<file path="src/rtl/fetch_pkg.sv">
// Shared types and constants for the instruction-fetch stage.
package fetch_pkg;

    localparam int unsigned INSTR_BYTES      = 4;
    localparam logic [31:0] NOP_IR           = 32'h0000_0000;
    localparam logic [31:0] DEFAULT_RESET_PC = 32'h0000_0000;

    typedef struct packed {
        logic [31:0] ir;
        logic [31:0] npc;
    } fetch_entry_t;

    function automatic logic [31:0] next_pc(input logic [31:0] pc);
        return pc + 32'(INSTR_BYTES);
    endfunction

    function automatic logic [31:0] align_pc(input logic [31:0] pc);
        return {pc[31:2], 2'b00};
    endfunction

endpackage

</file>
<file path="src/rtl/stage1_fetch_if.sv">
// Instruction-memory request/grant/response bus between fetch and memory.
interface stage1_fetch_if;
    logic        req;
    logic [31:0] addr;
    logic        gnt;
    logic        rvalid;
    logic [31:0] rdata;

    modport master (output req, addr, input gnt, rvalid, rdata);
    modport slave  (input req, addr, output gnt, rvalid, rdata);
endinterface

</file>
<file path="src/rtl/fetch_buffer.sv">
// Small circular FIFO of fetched entries; head is visible combinationally.
module fetch_buffer
    import fetch_pkg::*;
#(
    parameter  int unsigned DEPTH = 2,
    localparam int unsigned CNT_W = $clog2(DEPTH + 1),
    localparam int unsigned PTR_W = (DEPTH > 1) ? $clog2(DEPTH) : 1
) (
    input  logic             clk,
    input  logic             rst,
    input  logic             push,
    input  fetch_entry_t     push_data,
    input  logic             pop,
    input  logic             flush,
    output fetch_entry_t     head,
    output logic [CNT_W-1:0] count,
    output logic             empty,
    output logic             full
);

    fetch_entry_t     mem_r [DEPTH];
    logic [PTR_W-1:0] rd_ptr_r;
    logic [PTR_W-1:0] wr_ptr_r;
    logic [CNT_W-1:0] count_r;
    logic             do_push_s;
    logic             do_pop_s;

    function automatic logic [PTR_W-1:0] ptr_inc(input logic [PTR_W-1:0] p);
        return (p == PTR_W'(DEPTH - 1)) ? {PTR_W{1'b0}} : p + PTR_W'(1);
    endfunction

    assign empty     = (count_r == {CNT_W{1'b0}});
    assign full      = (count_r == CNT_W'(DEPTH));
    assign do_push_s = push && !full;
    assign do_pop_s  = pop && !empty;
    assign head      = mem_r[rd_ptr_r];
    assign count     = count_r;

    // Pointer and occupancy bookkeeping; flush empties the queue in one cycle.
    always_ff @(posedge clk or posedge rst) begin
        if (rst) begin
            rd_ptr_r <= {PTR_W{1'b0}};
            wr_ptr_r <= {PTR_W{1'b0}};
            count_r  <= {CNT_W{1'b0}};
        end else if (flush) begin
            rd_ptr_r <= {PTR_W{1'b0}};
            wr_ptr_r <= {PTR_W{1'b0}};
            count_r  <= {CNT_W{1'b0}};
        end else begin
            if (do_push_s) wr_ptr_r <= ptr_inc(wr_ptr_r);
            if (do_pop_s)  rd_ptr_r <= ptr_inc(rd_ptr_r);
            case ({do_push_s, do_pop_s})
                2'b10:   count_r <= count_r + CNT_W'(1);
                2'b01:   count_r <= count_r - CNT_W'(1);
                default: count_r <= count_r;
            endcase
        end
    end

    // Entry storage; contents are meaningless while the count says empty.
    always_ff @(posedge clk) begin
        if (do_push_s && !flush) mem_r[wr_ptr_r] <= push_data;
    end

endmodule

</file>
<file path="src/rtl/stage1_fetch.sv">
// Fetch stage: owns the PC, issues credit-limited imem requests, buffers
// in-order responses and feeds decode, with stall and redirect handling.
module stage1_fetch
    import fetch_pkg::*;
#(
    parameter logic [31:0] RESET_PC  = DEFAULT_RESET_PC,
    parameter int unsigned BUF_DEPTH = 2
) (
    input  logic                  clk,
    input  logic                  reset,
    input  logic                  hazard,
    input  logic                  redirect_valid,
    input  logic [31:0]           redirect_pc,
    stage1_fetch_if.master        imem,
    output logic [31:0]           if_id_ir,
    output logic [31:0]           if_id_npc
);

    localparam int unsigned CNT_W = $clog2(BUF_DEPTH + 1);

    logic [31:0]      pc_r;
    logic [31:0]      resp_pc_r;
    logic [CNT_W-1:0] outstanding_r;
    logic [CNT_W-1:0] drop_cnt_r;
    logic [31:0]      ir_r;
    logic [31:0]      npc_r;

    fetch_entry_t     buf_head_s;
    fetch_entry_t     entry_s;
    fetch_entry_t     if_id_nxt_s;
    logic [CNT_W-1:0] buf_count_s;
    logic             buf_empty_s;
    logic             buf_full_s;
    logic             buf_push_s;
    logic             buf_pop_s;
    logic             rsp_s;
    logic             keep_s;
    logic             credit_s;
    logic             req_s;
    logic             fire_s;

    // Stray responses (nothing outstanding) are ignored entirely.
    assign rsp_s    = imem.rvalid && (outstanding_r != {CNT_W{1'b0}});
    assign keep_s   = rsp_s && (drop_cnt_r == {CNT_W{1'b0}}) && !redirect_valid;
    assign credit_s = (({1'b0, outstanding_r} + {1'b0, buf_count_s}) < (CNT_W + 1)'(BUF_DEPTH));
    assign req_s    = !reset && !redirect_valid && credit_s;
    assign fire_s   = req_s && imem.gnt;
    assign entry_s  = '{ir: imem.rdata, npc: next_pc(resp_pc_r)};

    assign imem.req  = req_s;
    assign imem.addr = pc_r;
    assign if_id_ir  = ir_r;
    assign if_id_npc = npc_r;

    fetch_buffer #(.DEPTH(BUF_DEPTH)) u_buf (
        .clk       (clk),
        .rst       (reset),
        .push      (buf_push_s),
        .push_data (entry_s),
        .pop       (buf_pop_s),
        .flush     (redirect_valid),
        .head      (buf_head_s),
        .count     (buf_count_s),
        .empty     (buf_empty_s),
        .full      (buf_full_s)
    );

    // Output select: redirect flush, then stall-hold, then head / bypass / bubble.
    always_comb begin
        buf_push_s  = 1'b0;
        buf_pop_s   = 1'b0;
        if_id_nxt_s = '{ir: ir_r, npc: npc_r};
        if (redirect_valid) begin
            if_id_nxt_s = '{ir: NOP_IR, npc: 32'h0000_0000};
        end else if (hazard) begin
            buf_push_s = keep_s;
        end else if (!buf_empty_s) begin
            buf_pop_s   = 1'b1;
            buf_push_s  = keep_s;
            if_id_nxt_s = buf_head_s;
        end else if (keep_s) begin
            if_id_nxt_s = entry_s;
        end else begin
            if_id_nxt_s = '{ir: NOP_IR, npc: 32'h0000_0000};
        end
    end

    // PC, response tracking and the registered decode interface.
    always_ff @(posedge clk or posedge reset) begin
        if (reset) begin
            pc_r          <= RESET_PC;
            resp_pc_r     <= RESET_PC;
            outstanding_r <= {CNT_W{1'b0}};
            drop_cnt_r    <= {CNT_W{1'b0}};
            ir_r          <= NOP_IR;
            npc_r         <= 32'h0000_0000;
        end else begin
            ir_r  <= if_id_nxt_s.ir;
            npc_r <= if_id_nxt_s.npc;
            case ({fire_s, rsp_s})
                2'b10:   outstanding_r <= outstanding_r + CNT_W'(1);
                2'b01:   outstanding_r <= outstanding_r - CNT_W'(1);
                default: outstanding_r <= outstanding_r;
            endcase
            if (redirect_valid) begin
                pc_r       <= align_pc(redirect_pc);
                resp_pc_r  <= align_pc(redirect_pc);
                // Everything still in flight after this cycle belongs to the old path.
                drop_cnt_r <= outstanding_r - CNT_W'(rsp_s);
            end else begin
                if (fire_s) pc_r <= next_pc(pc_r);
                if (keep_s) resp_pc_r <= next_pc(resp_pc_r);
                if (rsp_s && (drop_cnt_r != {CNT_W{1'b0}}))
                    drop_cnt_r <= drop_cnt_r - CNT_W'(1);
            end
        end
    end

endmodule

</file>
<file path="src/flat_wrapper.sv">
// flat-port wrapper written by rule: the top's interface ports become plain ports
module stage1_fetch_flat import fetch_pkg::*;
#(
    parameter logic [31:0] RESET_PC  = DEFAULT_RESET_PC,
    parameter int unsigned BUF_DEPTH = 2
)
  (clk, reset, hazard, redirect_valid, redirect_pc, if_id_ir, if_id_npc, imem_req, imem_addr, imem_gnt, imem_rvalid, imem_rdata);
  stage1_fetch_if imem_i ();
  input  logic clk;
  input  logic reset;
  input  logic hazard;
  input  logic redirect_valid;
  input  logic [31:0] redirect_pc;
  output logic [31:0] if_id_ir;
  output logic [31:0] if_id_npc;
  output wire logic [$bits(imem_i.req)-1:0] imem_req;
  output wire logic [$bits(imem_i.addr)-1:0] imem_addr;
  input wire logic [$bits(imem_i.gnt)-1:0] imem_gnt;
  input wire logic [$bits(imem_i.rvalid)-1:0] imem_rvalid;
  input wire logic [$bits(imem_i.rdata)-1:0] imem_rdata;
  assign imem_req = imem_i.req;
  assign imem_addr = imem_i.addr;
  assign imem_i.gnt = imem_gnt;
  assign imem_i.rvalid = imem_rvalid;
  assign imem_i.rdata = imem_rdata;
  stage1_fetch #(.RESET_PC(RESET_PC), .BUF_DEPTH(BUF_DEPTH)) u_core (.clk(clk), .reset(reset), .hazard(hazard), .redirect_valid(redirect_valid), .redirect_pc(redirect_pc), .imem(imem_i), .if_id_ir(if_id_ir), .if_id_npc(if_id_npc));
endmodule
</file>
<file path="config.mk">
export PLATFORM = sky130hd
export DESIGN_NAME = stage1_fetch_flat
export DESIGN_NICKNAME = d
export VERILOG_FILES = /design/src/rtl/fetch_pkg.sv /design/src/rtl/stage1_fetch_if.sv /design/src/rtl/fetch_buffer.sv /design/src/rtl/stage1_fetch.sv /design/src/flat_wrapper.sv
export SDC_FILE = /design/constraint.sdc
export NUM_CORES = 1
export LEC_CHECK = 0
export BUFFER_PORTS_ARGS = -buffer_cell sky130_fd_sc_hd__buf_2
export CAP_MARGIN = 20
export CORE_MARGIN = 2
export CORE_UTILIZATION = 24
export DETAILED_ROUTE_END_ITERATION = 8
export HOLD_SLACK_MARGIN = 0.03
export PLACE_DENSITY = 0.39
export SYNTH_ARGS = -nofsm -noshare
export SYNTH_HDL_FRONTEND = slang
export SYNTH_HIERARCHICAL = 1
export SYNTH_SLANG_ARGS = --single-unit
</file>
<file path="constraint.sdc">
create_clock -name clk -period 6.8 [get_ports clk]
set_input_delay 0 -clock clk [delete_from_list [all_inputs] [get_ports clk]]
set_output_delay 0 -clock clk [all_outputs]
set_load 0.02 [all_outputs]
</file>
### After elaboration in Yosys (flattened, before gate mapping)

Memories as Yosys holds them, arrays and structs flattened.
Index checks and enable logic that the tools add are counted.

| word-level totals | value |
|---|---|
| bits in registers | 136 |
| word-level logic and storage cells | 80 |
| memories | 1 |
| latch bits | 0 |
| bits in writable memories | 128 |
| ROM bits | 0 |
| output and inout port bits | 97 |

| cells by class | value |
|---|---|
| add/subtract/negate cells | 11 |
| shift operators | 0 |
| $mul | 0 |
| order comparisons | 1 |
| eq/ne operators | 6 |
| multiplexer cells | 27 |
| divide/modulo/power cells | 0 |
| reduce and logical (&&, ||, !) cells | 25 |
| bitwise operators | 0 |

Memory list:

| name | words | width | rd ports | clocked after Yosys merged registers in | write ports | RTL line | text |
|---|---|---|---|---|---|---|---|
| u_core.u_buf.mem_r | 2 | 64 | 1 | 0 | 1 | fetch_buffer.sv:21 | `fetch_entry_t mem_r [DEPTH];` |

Operators by type and width:

| kind | number |
|---|---|
| 2-to-1 mux 64 bit | 4 |
| 2-to-1 mux 32 bit | 4 |
| adder 32 x 3 -> 32 bit (second input constant) | 2 |
| nonzero test 2 bit | 8 |
| 2-to-1 mux 1 bit | 14 |
| logical AND 1 bit | 10 |
| case mux 2 bit (2 select lines) | 2 |
| == test 2 bit (second input constant) | 3 |
| 2-to-1 mux 2 bit | 3 |
| subtractor 2 x 1 -> 2 bit (second input constant) | 3 |
| adder 2 x 1 -> 2 bit (second input constant) | 2 |
| == test 2 x 1 -> 1 bit (second input constant) | 2 |
| logical NOT 1 bit | 4 |
| logical NOT 2 bit | 2 |
| adder 2 x 2 -> 3 bit | 1 |
| < comparator 3 x 2 -> 1 bit (second input constant) | 1 |
| nonzero test 3 bit | 1 |
| adder 1 bit (second input constant) | 2 |
| != test 2 x 1 -> 1 bit (second input constant) | 1 |
| subtractor 2 x 1 -> 2 bit | 1 |

### Logic depth before layout (Yosys ltp)

| logic depth | value |
|---|---|
| depth after elaboration | 11 |
| gate-level depth with buffers | 11 |
| gate-level depth less buffers | 9 |

### Hierarchy

The synthesis kept the hierarchy.

By module, submodules not included:

| module | area each (um2) | sequential area each (um2) | cells each | times used |
|---|---|---|---|---|
| stage1_fetch | 6731.5 | 3203.1 | 694 | 1 |
| fetch_buffer | 4835.9 | 3943.8 | 226 | 1 |

### Worst setup path before layout

No wires, ideal clock.

| path | value |
|---|---|
| path type | reg2reg |
| start | reg u_core.drop_cnt_r[0] |
| end | mem u_core/u_buf/mem_r[1][0] (netlist bit) (enable) |
| arrival | 6252 ps |
| cell stages (with the launch flop) | 8 |
| setup time | 579 ps |
| required time | 6221 ps |
| path slack | -31 ps |
| path through | dfrtp_1 > inv_1 > ha_1 > o211ai_1 > clkbuf_1 > nor3_1 > nand2_1 > nor3b_1 |

| on the way | value |
|---|---|
| cells in the longest elaborated chain, start to end | 10 |

RTL lines:

| what | RTL line | text |
|---|---|---|
| start: declaration | stage1_fetch.sv:24 | `logic [CNT_W-1:0] drop_cnt_r;` |
| start signal: assignment | stage1_fetch.sv:94 | `drop_cnt_r <= {CNT_W{1'b0}};` |
| start signal: assignment | stage1_fetch.sv:109 | `drop_cnt_r <= outstanding_r - CNT_W'(rsp_s);` |
| start signal: assignment | stage1_fetch.sv:114 | `drop_cnt_r <= drop_cnt_r - CNT_W'(1);` |
| logical NOT 2 bit (*) | stage1_fetch.sv:44 | `assign keep_s = rsp_s && (drop_cnt_r == {CNT_W{1'b0}}) && !redirect_valid;` |
| logical AND 1 bit (*) (2 in series) | stage1_fetch.sv:44 |  |
| 2-to-1 mux 1 bit | stage1_fetch.sv:77 | `end else if (!buf_empty_s) begin` |
| 2-to-1 mux 1 bit (*) | stage1_fetch.sv:75 | `end else if (hazard) begin` |
| 2-to-1 mux 1 bit (*) | stage1_fetch.sv:73 | `if (redirect_valid) begin` |
| named net u_core.buf_push_s | stage1_fetch.sv:34 | `logic buf_push_s;` |
| logical AND 1 bit (*) | fetch_buffer.sv:34 | `assign do_push_s = push && !full;` |
| logical AND 1 bit (*) | fetch_buffer.sv:62 | `if (do_push_s && !flush) mem_r[wr_ptr_r] <= push_data;` |
| 2-to-1 mux 1 bit (*) | fetch_buffer.sv:62 |  |
| 2-to-1 mux 1 bit (implied by the code) (*) | fetch_buffer.sv:62 |  |
| end: declaration | fetch_buffer.sv:21 |  |

The timed path passes the listed nets; every way through them passes the cells marked *.

### Worst setup path in the final report

| path | value |
|---|---|
| start | reg u_core.outstanding_r[0] |
| end | reg u_core.outstanding_r[1] |

| on the way | value |
|---|---|
| cells in the longest elaborated chain, start to end | 6 |
| elaborated cells between the ends (all ways) | 12 |
| classes of those cells | add/sub (3); order compare (1); eq/ne (2); mux (1); reduce/logical (5) |

RTL lines:

| what | RTL line | text |
|---|---|---|
| start: declaration | stage1_fetch.sv:23 | `logic [CNT_W-1:0] outstanding_r;` |
| start signal: assignment | stage1_fetch.sv:93 | `outstanding_r <= {CNT_W{1'b0}};` |
| start signal: assignment | stage1_fetch.sv:101 | `2'b10: outstanding_r <= outstanding_r + CNT_W'(1);` |
| start signal: assignment | stage1_fetch.sv:102 | `2'b01: outstanding_r <= outstanding_r - CNT_W'(1);` |
| adder 2 x 2 -> 3 bit | stage1_fetch.sv:45 | `assign credit_s = (({1'b0, outstanding_r} + {1'b0, buf_count_s}) < (CNT_W + 1)'(BUF_DEPTH));` |
| < comparator 3 x 2 -> 1 bit | stage1_fetch.sv:45 |  |
| logical AND 1 bit | stage1_fetch.sv:46 | `assign req_s = !reset && !redirect_valid && credit_s;` |
| logical AND 1 bit | stage1_fetch.sv:47 | `assign fire_s = req_s && imem.gnt;` |
| == test 2 x 1 -> 1 bit or == test 2 bit (tied branches) | stage1_fetch.sv:100 | `case ({fire_s, rsp_s})` |
| case mux 2 bit (2 select lines) or nonzero test 2 bit (tied branches) | - |  |

Parallel ways exist; a longest one is shown, timed or not.
A chain may end at the register's enable or synchronous reset.

==> qor.yml <==
critical_path:
  endpoint_kind: "register"
  critPathMaxFanout: 17
  critPathLaunchType: "register"
  crit_arrival_ns: 3.94
  path_class: "reg -> reg"
  required_ns: 7.25
synthesis:
  avgSynthCellArea_um2: 12.6
  syn_inst: 920
  synth-seq-cells: 260
  synth_top_area_share_pct: 33.2
  async_flop_share_pct: 50.8
  synth.distinct_cells: 60
  synth_edf_count: 128
  yosys-top-cells-area: "edfxtp_1 33%, dfrtp_1 29%, mux2_2 6.9%, xnor2_1 3.0%, a222oi_1 2.9%"
  syn_area_um2: 11600
  synth_ff_type: "dfrtp_1"
  synth.largest_area_cell: "edfxtp_1"
  seq_area_frac_synth_pct: 61.8
  yosysWarnings: 6
clock_tree:
  post_cts_buffers: 0
  cts_sinks: 260
  clock_latency_ns: 0.53
  cts_tree: "done"
  htreeDepth: 2
  clkTransAtPathRegs_ns: 0.06
  cts_buffer_depth: 3
  cts-root-buf: "clkbuf_16"
  cts-buffers-inserted: 34
timing:
  fin_crit_sh_pct: 51.3
  setup_viol: 0
  relSlewSlack_pct: 29.4
  finalSetupTns_ns: 0
  tightest_slew_ns: 1.06
  skew_ns: 0.0166
  report.final.hold_viol_count: 0
  rsz0062_at_grt: "no"
  fmax_ghz: 0.287
  maxSlewViolCount: 0
  holdWs_ns: 0.0925
  period_minus_slack_ns: 3.49
hold_path:
  worstHoldPathType: "in -> reg"
detailed_routing:
  drt-total-wl_um: 33200
  route.detailed.drc: 0
  firstDrtPassIters: 5
  top_layer_used: "met4"
  wl_met2_um: 15000
  dr.first_iter.drc_count: 580
  vias_per_cell: 4.57
  wl_met3_um: 1870
  antenna_left: 0
  wl_per_cell_um: 18.5
  wl_met1_um: 15800
  vias: 8184
placement:
  dp_hpwl_um: 20500
  place_area_um2: 13100
  port_buffers: 162
  gp_congestion: 0.752
  dp_cells: 1661
grt:
  grt-ovfl-total: 0
  grt_pass1_vias: 8488
  track_usage_pct: 13.3
  grt_antenna_before_repair: 0
  grt_start_max_net_pins: 66
  grt_first_pass_wirelength_um: 51200
pwr:
  vdd_ir_drop_max_uv: 123
  p_clk_share_pct: 42.2
  p_int_mw: 3.04
  switching_share_pct: 26.7
  pwr-share-seq_pct: 44.9
  combPwrFrac_pct: 12.9
  power.switching_mw: 1.11
  p_leak_nw: 6.32
  power_density_nw_per_um2: 279
floorplanning:
  die_area_um2: 50000
  num_rows: 80
  die_x_um: 224
  start_util_pct: 24.3
  num_io_pins: 167
  die_h_um: 224
  coreArea_um2: 47600
flow_run:
  drv_cap: 0
status:
  status: "finished clean"
cells_and_area:
  synthToLayoutAreaGrowth_pct: 28.3
  stdcell_area_um2: 14800
  final_common_cell: "buf_2"
  antenna_cells: 0
  final_cell_mix: "162 x buf_2, 131 x dfrtp_1, 128 x edfxtp_1, 80 x nand2_1, 71 x mux2_2"
  drive_gt1_share_pct: 27.3
  final_nets: 1225
  fin_cells: 1789
worst max-delay path: stages, from the launching register on:
cell and delay (ns):
dfrtp_1 0.46, and2_1 0.19, fa_1 0.42, or4_1 0.63, nor2_2 0.61, inv_1 0.23, buf_4 0.25, ha_1 0.32
nor2_1 0.14, xor2_1 0.14
cell families (layout without fill, tap and decap cells):
| family | after synthesis | in the layout | share of synthesized area (%) |
|---|---|---|---|
| buffers and inverters | 106 | 355 | 3.70 |
| AND/OR/NAND/NOR | 236 | 236 | 10.5 |
| XOR/XNOR | 69 | 69 | 5.22 |
| adder cells (fa/ha/maj) | 6 | 6 | 0.714 |
| other | 1 | 6 | 0.0324 |
| multiplexers | 73 | 73 | 7.08 |
| AO/OA/AOI/OAI | 169 | 169 | 11.0 |
| flip-flops | 260 | 260 | 61.8 |
path summary, 6_finish.rpt:
path,slack [ns],to,depth (start not counted),startpoint
setup / recovery,3.31,u_core/outstanding_r[1]$_DFFE_PP0P_,9,u_core/outstanding_r[0]$_DFFE_PP0P_
hold / removal,0.09,u_core/if_id_npc[0]$_DFFE_PP0P_,3,hazard
setup reg to reg,3.31,u_core/outstanding_r[1]$_DFFE_PP0P_,9,u_core/outstanding_r[0]$_DFFE_PP0P_
hold reg to reg,0.49,u_core/if_id_ir[5]$_DFFE_PP0P_,2,u_core/if_id_ir[5]$_DFFE_PP0P_
max in group asynchronous,5.29,u_core/imem.addr[26]$_DFFE_PP0P_,4,reset
min in group asynchronous,0.17,u_core/if_id_npc[7]$_DFFE_PP0P_,3,reset
routing by layer:
layer / vias to the layer above / track usage, %
li1: 3880 / -
met1: 4062 / 18.1
met2: 198 / 21.1
met3: 44 / 3.57
met4: 0 / 3.03
met5: - / 0
state kept, by name, indices dropped and copies added, names as in the netlist, 2 cells and up:
name and cells:
u_core/if_id_npc 32, u_core/imem.addr 30, u_core/outstanding_r 2, u_core/resp_pc_r 30, u_core/drop_cnt_r 2, u_core/u_buf/count 2, u_core/if_id_ir 32, u_core/u_buf/mem_r 128
power groups by stage:
stage	registers, mW	clock network (mW)	logic, mW
CTS	1.86	1.84	0.547
floorplan	1.92	0	0.279
global route	1.88	1.90	0.595
finish	1.86	1.75	0.536
global placement	1.89	0	0.511
detailed placement	1.89	0	0.514
cell type report:
cell class	count	area, µm²
Inverter	50	193
Timing Repair Buffer	244	1590
Fill cell	4872	32800
Clock inverter	8	68.8
Clock buffer	53	1020
Multi-Input combinational cell	559	4040
Sequential cell	260	7150
Tap cell	615	769
cell usage after synthesis (2+ instances only):
library cell / n
and2_1: 6
mux2i_1: 2
xnor2_1: 39
dfrtp_1: 132
nand3_1: 22
nor3_1: 17
edfxtp_1: 128
buf_2: 12
nand4_1: 34
o211ai_1: 11
a21oi_1: 14
buf_4: 2
xor2_1: 30
a222oi_1: 34
a22oi_1: 7
o311ai_0: 6
nand2_1: 80
nor3b_1: 3
buf_1: 4
a22o_1: 23
and4_1: 5
nand3b_1: 4
nor4_1: 4
clkbuf_1: 37
nor2_1: 33
a31oi_1: 5
o211a_1: 2
nor2b_1: 3
ha_1: 5
a21o_1: 21
o21ai_0: 37
mux2_2: 71
nor4_2: 4
or3_1: 2
and3_1: 8
inv_1: 49
timing repair:
action	in CTS	in global routing
endpoints found under the hold margin	229	0
hold buffers	67	0
gates resized for setup	0	0
through the flow:
stage	power [mW]	util, %	worst slack, ns
global placement	2.40	27.4	3.28
global route	4.37	31.1	3.10
floorplan	2.20	-	0.307
CTS	4.24	31.1	3.27
finish	4.15	31.1	3.31
detailed placement	2.40	27.4	3.30
No activity file was read; power rests on OpenSTA's default activity.
